<file path="src/rtl/enemy_shot_arb_pkg.sv">
// Shared game constants: VGA timing, the enemy-shot state encoding and the
// pseudo-random generator definition used to pick a shooting column.
package enemy_shot_arb_pkg;

    localparam int VGA_H_ACTIVE = 640;
    localparam int VGA_H_FRONT  = 16;
    localparam int VGA_H_SYNC   = 96;
    localparam int VGA_H_BACK   = 48;
    localparam int VGA_V_ACTIVE = 480;
    localparam int VGA_V_FRONT  = 10;
    localparam int VGA_V_SYNC   = 2;
    localparam int VGA_V_BACK   = 33;

    typedef enum logic [1:0] {
        IDLE   = 2'd0,
        WAIT   = 2'd1,
        SELECT = 2'd2,
        FIRE   = 2'd3
    } shot_state_e;

    // x^8 + x^6 + x^5 + x^4 + 1 in a left-shifting Fibonacci register taps bits 7,5,4,3.
    localparam logic [7:0] LFSR_SEED = 8'hA5;
    localparam logic [7:0] LFSR_TAPS = 8'b1011_1000;

    function automatic logic lfsr_feedback(input logic [7:0] state);
        return ^(state & LFSR_TAPS);
    endfunction

endpackage

</file>
<file path="src/rtl/enemy_shot_arb_lfsr8.sv">
// Free-running 8-bit Fibonacci LFSR; the nonzero seed keeps it on the
// 255-state maximal cycle so it never locks up at zero.
module lfsr8 (
    input  logic       clk,
    input  logic       rst,
    output logic [7:0] q
);
    import enemy_shot_arb_pkg::*;

    logic [7:0] r_q;

    // Advance once per clock, independent of the game tick.
    always_ff @(posedge clk) begin
        if (rst) begin
            r_q <= LFSR_SEED;
        end else begin
            r_q <= {r_q[6:0], lfsr_feedback(r_q)};
        end
    end

    assign q = r_q;

endmodule

</file>
<file path="src/rtl/enemy_shot_arb.sv">
// Enemy shot arbiter: after a tick-based cooldown, picks a random live invader
// column and the lowest free bullet engine, then issues a one-cycle launch.
module enemy_shot_arb #(
    parameter int NUM_COLS       = 11,
    parameter int NUM_SLOTS      = 2,
    parameter int COOLDOWN_TICKS = 40
) (
    input  logic                 clk,
    input  logic                 rst,
    input  logic                 tick,
    input  logic                 game_run,
    input  logic [NUM_COLS-1:0]  col_alive,
    input  logic [NUM_SLOTS-1:0] slot_done,
    output logic [NUM_SLOTS-1:0] fire,
    output logic [3:0]           fire_col,
    output logic [NUM_SLOTS-1:0] slot_busy
);
    import enemy_shot_arb_pkg::*;

    localparam int             CD_W    = $clog2(COOLDOWN_TICKS + 1);
    localparam logic [CD_W-1:0] CD_LOAD = CD_W'(COOLDOWN_TICKS);

    shot_state_e          r_state;
    logic [CD_W-1:0]      r_cooldown;
    logic [3:0]           r_start;
    logic [NUM_SLOTS-1:0] r_fire;
    logic [3:0]           r_fire_col;
    logic [NUM_SLOTS-1:0] r_busy;

    logic [7:0]           w_lfsr;
    logic                 w_lfsr_ok;
    logic [4:0]           w_start_sum;
    logic [3:0]           w_start_red;
    logic [NUM_COLS-1:0]  w_rot;
    logic                 w_col_found;
    logic [4:0]           w_offset;
    logic [4:0]           w_col_sum;
    logic [3:0]           w_col;
    logic [NUM_SLOTS-1:0] w_slot_mask;
    logic                 w_any_free;

    lfsr8 u_lfsr (
        .clk (clk),
        .rst (rst),
        .q   (w_lfsr)
    );

    // Fold the random nibble into the column range for the search start point.
    always_comb begin
        w_lfsr_ok   = |w_lfsr;
        w_start_sum = {1'b0, w_lfsr[3:0]};
        if (w_start_sum >= 5'(NUM_COLS)) begin
            w_start_red = 4'(w_start_sum - 5'(NUM_COLS));
        end else begin
            w_start_red = w_lfsr[3:0];
        end
    end

    // Rotate alive columns so the start sits at bit 0; the lowest set bit is the wrap-around first hit.
    always_comb begin
        w_rot       = NUM_COLS'({col_alive, col_alive} >> r_start);
        w_col_found = 1'b0;
        w_offset    = 5'd0;
        for (int k = NUM_COLS - 1; k >= 0; k--) begin
            w_col_found = w_col_found | w_rot[k];
            w_offset    = w_rot[k] ? 5'(k) : w_offset;
        end
        w_col_sum = 5'(r_start) + w_offset;
        if (w_col_sum >= 5'(NUM_COLS)) begin
            w_col = 4'(w_col_sum - 5'(NUM_COLS));
        end else begin
            w_col = 4'(w_col_sum);
        end
    end

    // Lowest-indexed free bullet engine as a one-hot mask.
    always_comb begin
        w_any_free  = ~&r_busy;
        w_slot_mask = '0;
        for (int s = NUM_SLOTS - 1; s >= 0; s--) begin
            w_slot_mask = r_busy[s] ? w_slot_mask : (NUM_SLOTS'(1) << s);
        end
    end

    // Control FSM with registered launch outputs and slot ownership.
    always_ff @(posedge clk) begin
        if (rst) begin
            r_state    <= IDLE;
            r_cooldown <= '0;
            r_start    <= 4'd0;
            r_fire     <= '0;
            r_fire_col <= 4'd0;
            r_busy     <= '0;
        end else begin
            r_fire     <= '0;
            r_fire_col <= 4'd0;
            r_busy     <= r_busy & ~slot_done;
            if (!game_run) begin
                r_state <= IDLE;
                r_busy  <= '0;
            end else begin
                case (r_state)
                    IDLE: begin
                        r_state    <= WAIT;
                        r_cooldown <= CD_LOAD;
                        r_busy     <= '0;
                    end
                    WAIT: begin
                        if (r_cooldown == '0) begin
                            // A dead generator would be a fault; hold rather than fire from it.
                            if (w_any_free && (|col_alive) && w_lfsr_ok) begin
                                r_state <= SELECT;
                                r_start <= w_start_red;
                            end else begin
                                r_state <= WAIT;
                            end
                        end else if (tick) begin
                            r_cooldown <= r_cooldown - CD_W'(1);
                        end else begin
                            r_cooldown <= r_cooldown;
                        end
                    end
                    SELECT: begin
                        r_state <= FIRE;
                        if (w_col_found && (|w_slot_mask)) begin
                            r_fire     <= w_slot_mask;
                            r_fire_col <= w_col;
                            r_busy     <= (r_busy & ~slot_done) | w_slot_mask;
                            r_cooldown <= CD_LOAD;
                        end else begin
                            r_cooldown <= r_cooldown;
                        end
                    end
                    FIRE: begin
                        r_state <= WAIT;
                    end
                    default: begin
                        r_state <= IDLE;
                    end
                endcase
            end
        end
    end

    assign fire      = r_fire;
    assign fire_col  = r_fire_col;
    assign slot_busy = r_busy;

endmodule
</file>
<file path="config.mk">
export PLATFORM = sky130hd
export DESIGN_NAME = enemy_shot_arb
export DESIGN_NICKNAME = d
export VERILOG_FILES = /design/src/rtl/enemy_shot_arb_pkg.sv /design/src/rtl/enemy_shot_arb_lfsr8.sv /design/src/rtl/enemy_shot_arb.sv
export SDC_FILE = /design/constraint.sdc
export NUM_CORES = 1
export LEC_CHECK = 0
export CORE_MARGIN = 2
export CORE_UTILIZATION = 35
export CTS_BUF_LIST = sky130_fd_sc_hd__clkbuf_8
export DETAILED_ROUTE_END_ITERATION = 12
export GPL_TIMING_DRIVEN = 0
export SKIP_LAST_GASP = 1
export SYNTH_ARGS = -nofsm -noshare
export SYNTH_HDL_FRONTEND = slang
export SYNTH_SLANG_ARGS = --single-unit
</file>
<file path="constraint.sdc">
create_clock -name clk -period 6.6 [get_ports clk]
set_clock_uncertainty 0.15 [all_clocks]
set_input_delay 1.32 -clock clk [delete_from_list [all_inputs] [get_ports clk]]
set_output_delay 1.32 -clock clk [all_outputs]
set_load 0.01 [all_outputs]
</file>
# [Yosys cells after proc, flatten, opt, wreduce, memory -nomap -nowiden]
# Index checks and enable logic that the tools add are counted.
[classes] add_sub_neg=4 n_lt_le_gt_ge=2 n_eq_ne=7 shift=1 n_mux=24 bitwise=16 n_reduce_logical=17
[ops] cell="4-bit 2-to-1 mux" count=13
[ops] cell="22-bit by 4-bit >> shifter with 11-bit output" count=1
[ops] cell="6-bit 2-to-1 mux" count=3
[ops] cell="6-bit one-hot mux with 3 select lines" count=1
[ops] cell="11-bit OR reduction" count=1
[ops] cell="2-bit 2-to-1 mux" count=5
[ops] cell="1-bit OR" count=10
[ops] cell="2-bit != test (second input constant)" count=4
[ops] cell="8-bit OR reduction" count=1
[ops] cell="8-bit XOR reduction" count=1
[ops] cell="4-bit subtractor (second input constant)" count=2
[ops] cell="6-bit logical NOT" count=1
[ops] cell="2-bit one-hot mux with 3 select lines" count=1
[ops] cell="2-bit OR reduction" count=3
[ops] cell="6-bit by 1-bit subtractor with 6-bit output (second input constant)" count=1
[ops] cell="4-bit by 4-bit adder with 5-bit output" count=1
[ops] cell="5-bit by 4-bit greater-or-equal comparator with 1-bit output (second input constant)" count=1
[ops] cell="5-bit AND reduction" count=1
[ops] cell="2-bit == test (second input constant)" count=2
[ops] cell="4-bit greater-or-equal comparator (second input constant)" count=1
[ops] cell="2-bit one-hot mux with 2 select lines" count=1
[ops] cell="4-bit AND reduction" count=1
[ops] cell="4-bit OR reduction" count=1
[ops] cell="1-bit logical AND" count=3
[ops] cell="other kinds (9)" count=11
[totals] register_bits=28 wordCells=78

# [Depth between registers and ports, before layout]
# Gate-level depths: netlist of the first run.
[depth] depth_word=15 depth_mapped=19 depth_no_buf=16

# [Cells and area by module]
# A second synthesis of the first run with hierarchy kept.
[hier_totals] hier_cells=273 area_unflattened_um2=2403.6
[by_module_without_submodules] module="enemy_shot_arb" n_inst=1 cells_per_inst=254 area_per_inst_um2=2167.1 seq_area_each_um2=400.4
[by_module_without_submodules] module="lfsr8" n_inst=1 cells_per_inst=19 area_per_inst_um2=236.5 seq_area_each_um2=160.2

# [Worst setup path before layout of the first run]
# No wires, ideal clock.
[synth_path] kind="input to register" start="input port col_alive[8]" end="register r_fire_col[1] (netlist: fire_col[1])" setup_time_ns=0.120 t_arrival_ns=4.349 setup_slack_ns=1.981 path_stages=17 path_cell_list="clkbuf_1 -> mux4_2 -> mux2_2 -> a211oi_1 -> o21ai_0 -> o2111a_1 -> o211a_1 -> o31ai_1 -> ha_1 -> fa_1 -> ha_1 -> inv_1 -> o21ai_0 -> nand2_1 -> nand2_1 -> mux2i_1 -> nor2_1"
[synth_via] elab_chain_cells=15
[synth_lines] item="start: declaration" line_no="enemy_shot_arb.sv:12" text="input logic [NUM_COLS-1:0] col_alive,"
[synth_lines] item="22-bit by 4-bit >> shifter with 11-bit output (*)" line_no="enemy_shot_arb.sv:61" text="w_rot = NUM_COLS'({col_alive, col_alive} >> r_start);"
[synth_lines] item="4-bit 2-to-1 mux (11 in series)" line_no="enemy_shot_arb.sv:66" text="w_offset = w_rot[k] ? 5'(k) : w_offset;"
[synth_lines] item="4-bit by 4-bit adder with 5-bit output" line_no="enemy_shot_arb.sv:68" text="w_col_sum = 5'(r_start) + w_offset;"
[synth_lines] item="4-bit subtractor or 5-bit by 4-bit greater-or-equal comparator with 1-bit output (tied branches)" line_no="enemy_shot_arb.sv:70, enemy_shot_arb.sv:69"
[synth_lines] item="4-bit 2-to-1 mux" line_no="enemy_shot_arb.sv:69" text="if (w_col_sum >= 5'(NUM_COLS)) begin"
[synth_lines] item="end signal: assignment" line_no="enemy_shot_arb.sv:127" text="r_fire_col <= w_col;"
[synth_lines] item="end: declaration" line_no="enemy_shot_arb.sv:27" text="logic [3:0] r_fire_col;"
# Mark *: on every way between the ends. The rest lies on a longest branch, timed or not.
# A chain may end at the register's enable or synchronous reset.

# [Worst setup path after layout of the first run]
[layout_path] start="input port col_alive[4]" end="register r_fire_col[1] (netlist: fire_col[1])"
# Same word-level chain as after synthesis.

==> metrics.yaml, run 1 <==
first_global_vias: 2085
core.rowCount: 30
cp-end-kind: "flop"
diodes: 0
die_area_sq_um: 7840
grt_max_degree: 17
hpwl_microns: 4480
synth-seq-cells: 28
gp_congestion: 0.830
fill_cells: 674
cts_resized: 0
ys_seq_area_share_pct: 22.4
final_common_cell: "nor2_1"
cts_tree: "built"
nets: 341
syn_nets: 312
postSynthCellCount: 284
final.min_clock_period_ps: 5210
finalMaxSlewViolations: 0
grt_util_all_layers_pct: 15.9
synth_edf_count: 0
stdcell_count: 408
dr.max_layer_used: "met4"
grt_pass1_wl_microns: 10000
holdBufCountCts: 0
dr_wl_met3_microns: 267
drt_pass1_iterations: 4
cts_setup_buffers: 0
clk_latency_ps: 280
vias_per_cell: 5.28
gr-total-overflow: 0
fp.coreArea_sq_um: 6870
rsz0062_at_grt: "false"
critPathRequiredTime_ps: 6620
fin_crit_sh_pct: 78.9
crit_buf_inv: 1
dp.cells: 404
max-cap-violations: 0
postRouteAntennaNets: 0
start_util_pct: 36.4
cp_slowest_cell: "clkdlybuf4s50_1"
drive_gt1_share_pct: 14.1
clk_pin_slew_worst_paths_ps: 100
cpLargestDelayFamily: "compound AO/OA/AOI/OAI gates"
drt-initial-drc-count: 189
wire_per_inst_microns: 14.4
worstSetupPathType: "in -> reg"
tightest_slew_ps: 577
ir_drop_uv: 91.8
cp_max_fo: 8
yosys_warnings: 0
final_cell_mix: "nor2_1, dfxtp_1, nand2_1, clkdlybuf4s50_1, a21oi_1"
vias: 2156
status: "completed"
numCtsBuffers: 3
die_h_microns: 88.5
ys_async_sr_fraction_pct: 0
wl_microns: 5860
syn_to_final_growth_pct: 17.3
post-route-drc-count: 0
antenna_found_initial: 0
final.setup.tns_ps: 0
routed-wl-met2_microns: 2710
finalHoldViolCount: 0
buffer_ports.inserted: 24
p_leak_nw: 1.10
p_per_area_nw_per_um2: 152
worst_hold_path_type: "reg -> reg"
path_cells: "clkdlybuf4s50_1 -> mux4_2 -> mux2_2 -> a211oi_1 -> o21ai_0 -> o2111a_1 -> o211a_1 -> o31ai_1 -> ha_1 -> fa_1 -> a21oi_1 -> o21ai_0 -> nand2_1 -> nand2_1 -> mux2i_1 -> nor2_1"
synth.distinct_cells: 65
fmax_mhz: 192
m1WireLength_microns: 2810
ios: 25
cts-root-buf: "clkbuf_8"
h-tree-depth: 1
synth_flop_cell: "dfxtp_1"
synthesis.area_sq_um: 2500
cp_slowest_stage_delay_ps: 580
syn_area_per_cell_sq_um: 8.81
clock_sinks: 28
die_w_microns: 88.5
clockBufferDepth: 2
setup_viol: 0
arrival_ps: 5230
critPathLaunchType: "primary input"
relSlewSlack_pct: 61.2
==> per-layer routing <==
metal	up-vias	GRT usage [%]
met1	990	22.7
met5	-	0
met4	0	3.17
met3	6	2.80
li1	1104	-
met2	56	25.5
==> sequential cells by signal, indices dropped and copies added, names as in the netlist <==
signal      count
u_lfsr.q        8
r_cooldown      6
fire_col        4
r_start         4
fire            2
r_state         2
slot_busy       2
==> where the power goes <==
| part | switching, mW | leakage [nW] | internal, mW |
|---|---|---|---|
| combinational | 0.0666 | 0.833 | 0.0609 |
| sequential | 0.00724 | 0.229 | 0.177 |
| clock | 0.0544 | 0.0357 | 0.0813 |
==> worst paths after layout <==
path | startpoint | endpoint | slack (ps) | cells past startpoint
max reg2reg | r_start[1] | fire_col[1] | 2080 | 18
min reg2reg | u_lfsr.q[5] | u_lfsr.q[6] | 300 | 2
max | col_alive[4] | fire_col[1] | 1390 | 16
min | u_lfsr.q[5] | u_lfsr.q[6] | 300 | 2
==> cells in the mapped netlist, drive strengths merged (2+ instances only) <==
cell type | n | area, sq um
a21oi | 20 | 100
nor4 | 2 | 12.5
or2 | 5 | 31.3
and2 | 6 | 37.5
dfxtp | 28 | 561
mux2i | 13 | 130
ha | 10 | 125
nor3 | 7 | 35.0
mux4 | 17 | 387
o21a | 2 | 15.0
clkbuf | 5 | 18.8
a22oi | 2 | 28.8
nand2 | 24 | 90.1
nand2b | 9 | 56.3
nor4bb | 2 | 20.0
mux2 | 6 | 71.3
or4 | 2 | 18.8
nor2 | 29 | 109
nor3b | 2 | 15.0
nand3 | 7 | 35.0
xor2 | 2 | 17.5
o21ai | 11 | 70.1
inv | 15 | 56.3
a211oi | 3 | 22.5
a311o | 2 | 20.0
xnor2 | 5 | 43.8
o22ai | 2 | 12.5
a21o | 3 | 22.5
buf | 10 | 50.1
nor2b | 5 | 31.3
nand4 | 2 | 12.5
a31oi | 2 | 27.5
==> stage by stage <==
| step | total power, mW | utilization, % | instance area (sq um) | hold WS (ps) | setup slack [ps] |
|---|---|---|---|---|---|
| 5_1_grt | 0.475 | 42.7 | 2930 | 329 | 1010 |
| 6_report | 0.447 | 42.7 | 2930 | 297 | 1390 |
| 2_1_floorplan | 0.278 | - | 2500 | 267 | 1980 |
| 3_5_place_dp | 0.315 | 41.7 | 2860 | 283 | 1110 |
| 3_3_place_gp | 0.314 | 41.7 | 2860 | 279 | 1090 |
| 4_1_cts | 0.451 | 42.7 | 2930 | 299 | 1390 |
==> worst register-to-register path, cell delays in order, from the launching register on <==
cell and delay [ps]:
dfxtp_1 530, buf_2 330, buf_4 240, buf_2 270, mux4_2 330, o2bb2ai_1 180, nor2_1 140, o21ai_0 160
o2111a_1 180, o211a_1 210, o31ai_1 240, ha_1 240, fa_1 460, a21oi_1 230, o21ai_0 120, nand2_1 80
nand2_1 100, mux2i_1 170, nor2_1 50
==> final cells by class <==
class	count	area (sq um)	share of cell area, %
Tap cell	96	120	4.10
Multi-Input combinational cell	225	1810	61.8
Sequential cell	28	561	19.1
Clock buffer	3	41.3	1.41
Buffer	15	68.8	2.35
Inverter	16	60.1	2.05
Timing Repair Buffer	24	240	8.19
Clock inverter	1	30.0	1.02
==> cells by family after synthesis <==
logic type / count (synthesis) / share of synthesized area [%]
AND/OR/NAND/NOR: 107 / 21.8
AO/OA/AOI/OAI: 64 / 18.9
multiplexers: 36 / 23.5
buffers and inverters: 31 / 5.15
flip-flops: 28 / 22.4
adder cells (fa/ha/maj): 11 / 5.80
XOR/XNOR: 7 / 2.45
No activity file was read; power rests on OpenSTA's default activity.
==> run 2: changes to the inputs <==
clock period = 5 ns   (was 6.6 ns; I/O delays follow)
==> metrics.yaml, run 2 (synthesis results as in run 1) <==
postRouteAntennaNets: 0  # unchanged
cp_slowest_stage_delay_ps: 580  # about the same
min-delay-start: "u_lfsr.q[5]"  # unchanged
worstReg2RegStart: "r_start[1]"  # unchanged
dp_slack_ps: -166  # was 1110 ps
nets: 341  # unchanged
p_leak_nw: 1.16  # was 1.10 nW
start_util_pct: 36.4  # unchanged
clk_latency_ps: 280  # about the same
holdBufCountCts: 0  # unchanged
cts_tree: "built"  # unchanged
worst_hold_path_type: "reg -> reg"  # unchanged
ir_drop_uv: 121  # was 91.8 uV
critPathRequiredTime_ps: 5020  # was 6620 ps
cts-root-buf: "clkbuf_8"  # unchanged
post-route-drc-count: 0  # unchanged
fin_crit_sh_pct: 95.3
cp-end-kind: "flop"  # unchanged
fp.coreArea_sq_um: 6870  # unchanged
hpwl_microns: 4480  # unchanged
critPathLaunchType: "primary input"  # unchanged
crit_cells: 15  # was 16
tightest_slew_ps: 580  # was 577 ps
p_per_area_nw_per_um2: 200  # was 152 nW/um^2
numCtsBuffers: 3  # unchanged
vias_per_cell: 5.26  # was 5.28
h-tree-depth: 1  # unchanged
cp_slowest_cell: "fa_1"  # was clkdlybuf4s50_1
fin_ws_ps: 233  # was 1390 ps
r2r_slack_ps: 570  # was 2080 ps
vias: 2148  # was 2156
largest_reg_flops: 8  # unchanged
whs_path_depth: 2  # unchanged
setup_viol: 0  # unchanged
wire_per_inst_microns: 14.4  # about the same
clockBufferDepth: 2  # unchanged
core.rowCount: 30  # unchanged
path_cells: "clkdlybuf4s50_1 -> mux4_2 -> mux2_2 -> or4_4 -> nand2_1 -> a22oi_1 -> o2bb2a_1 -> fa_1 -> ha_1 -> inv_1 -> o21ai_0 -> nand2_1 -> nand2_1 -> mux2i_1 -> nor2_1"  # was clkdlybuf4s50_1 -> mux4_2 -> mux2_2 -> a211oi_1 -> o21ai_0 -> o2111a_1 -> o211a_1 -> o31ai_1 -> ha_1 -> fa_1 -> a21oi_1 -> o21ai_0 -> nand2_1 -> nand2_1 -> mux2i_1 -> nor2_1
drt-initial-drc-count: 230  # was 189
gp_congestion: 0.830  # unchanged
finalHoldViolCount: 0  # unchanged
diodes: 0  # unchanged
clock_sinks: 28  # unchanged
relSlewSlack_pct: 61.1  # was 61.2%
clk_pin_slew_worst_paths_ps: 100  # about the same
worstSetupPathType: "in -> reg"  # unchanged
syn_to_final_growth_pct: 18.5  # was 17.3%
first_global_vias: 2085  # unchanged
antenna_found_initial: 0  # unchanged
max-cap-violations: 0  # unchanged
die_w_microns: 88.5  # unchanged
grt_max_degree: 17  # unchanged
finalMaxSlewViolations: 0  # unchanged
gr-total-overflow: 0  # unchanged
wl_microns: 5890  # was 5860 microns
final_common_cell: "nor2_1"  # unchanged
rsz0062_at_grt: "false"  # unchanged
die_h_microns: 88.5  # unchanged
final.min_clock_period_ps: 4770
cpLargestDelayFamily: "multiplexers"  # was compound AO/OA/AOI/OAI gates
drive_gt1_share_pct: 15.4  # was 14.1%
crit_buf_inv: 2  # was 1
r2r-end: "fire_col[1]"  # unchanged
hold_slack_ps: 297  # unchanged
arrival_ps: 4790  # was 5230 ps
fmax_mhz: 210
hold_path_end: "u_lfsr.q[6]"  # unchanged
grt_pass1_wl_microns: 10000  # unchanged
status: "completed"  # unchanged
r2r_cells: 19  # was 18
buffer_ports.inserted: 24  # unchanged
ios: 25  # unchanged
grt_util_all_layers_pct: 15.9  # unchanged
die_area_sq_um: 7840  # unchanged
crit_top_cell: "nand2_1"
final_cell_mix: "nor2_1, dfxtp_1, nand2_1, a21oi_1, clkdlybuf4s50_1"  # was nor2_1, dfxtp_1, nand2_1, clkdlybuf4s50_1, a21oi_1
cp_max_fo: 7  # was 8
drt_pass1_iterations: 4  # unchanged
==> run 2: changes by cell type in the layout (fill, tap and decap cells not counted) <==
cell / delta
o31ai_1: -1
a211oi_2: +1
clkbuf_1: -1
a211oi_1: -1
clkdlybuf4s50_1: -6
o21ai_0: -1
buf_2: +1
dlymetal6s2s_1: +6
a21oi_2: +1
o31ai_2: +1
o21ai_1: +1
a21oi_1: -1
==> run 2: layer usage <==
layer / part of all wire [%] / global-route usage (%) / vias to the layer above
met3: 4.1 / 2.80 / 4
li1: - / - / 1106
met2: 47 / 25.5 / 48
met4: 0.82 / 3.17 / 0
met5: 0 / 0 / -
met1: 48 / 22.7 / 990
==> run 2: final cells by class <==
type | count | area, sq um
clock buffer | 3 | 41.3
sequential | 28 | 561
multi-input combinational | 225 | 1830
clock inverter | 1 | 30.0
tap | 96 | 120
inverter | 16 | 60.1
buffer | 15 | 70.1
fill | 670 | 3910
timing repair buffer | 24 | 255
==> run 2: worst max path at each step <==
stage / to / from
2_1_floorplan: fire_col[1] / col_alive[8]
3_3_place_gp: fire_col[1] / col_alive[8]
3_5_place_dp: fire_col[1] / col_alive[8]
4_1_cts: fire_col[1] / col_alive[8]
5_1_grt: fire_col[1] / col_alive[1]
6_report: fire_col[1] / col_alive[1]
==> run 2: report_power, final <==
part,switching [mW],internal [mW],total (mW)
clock,0.0719,0.107,0.179
combinational,0.0893,0.0813,0.171
sequential,0.00954,0.233,0.243
==> run 2: per-stage QoR <==
stage                     power (mW)  setup TNS (ps)  instance area [sq um]  util (%)  instances
after floorplan                0.366               0                   2500         -        284
after global placement         0.414            -442                   2860      41.7        404
after detailed placement       0.415            -397                   2860      41.7        404
after CTS                      0.595               0                   2930      42.7        408
after global routing           0.629               0                   2960      43.1        408
final                          0.593               0                   2960      43.1        408
==> run 2: tightest hold or removal path: cells and delay by family (launching register included) <==
kind	cells	cell delay, ps
buffers and inverters	1	60
flip-flops	1	310
AND/OR/NAND/NOR	1	40
==> run 2: repair_timing <==
action,4_1_cts,5_1_grt
setup endpoints to repair,0,3
setup buffers,0,0
resized for setup,0,13
==> run 3: changes to the inputs <==
SLEW_MARGIN = 15   (was not set)
==> results of run 3 <==
No change in the layout: final DEF, timing and power equal those of run 2.
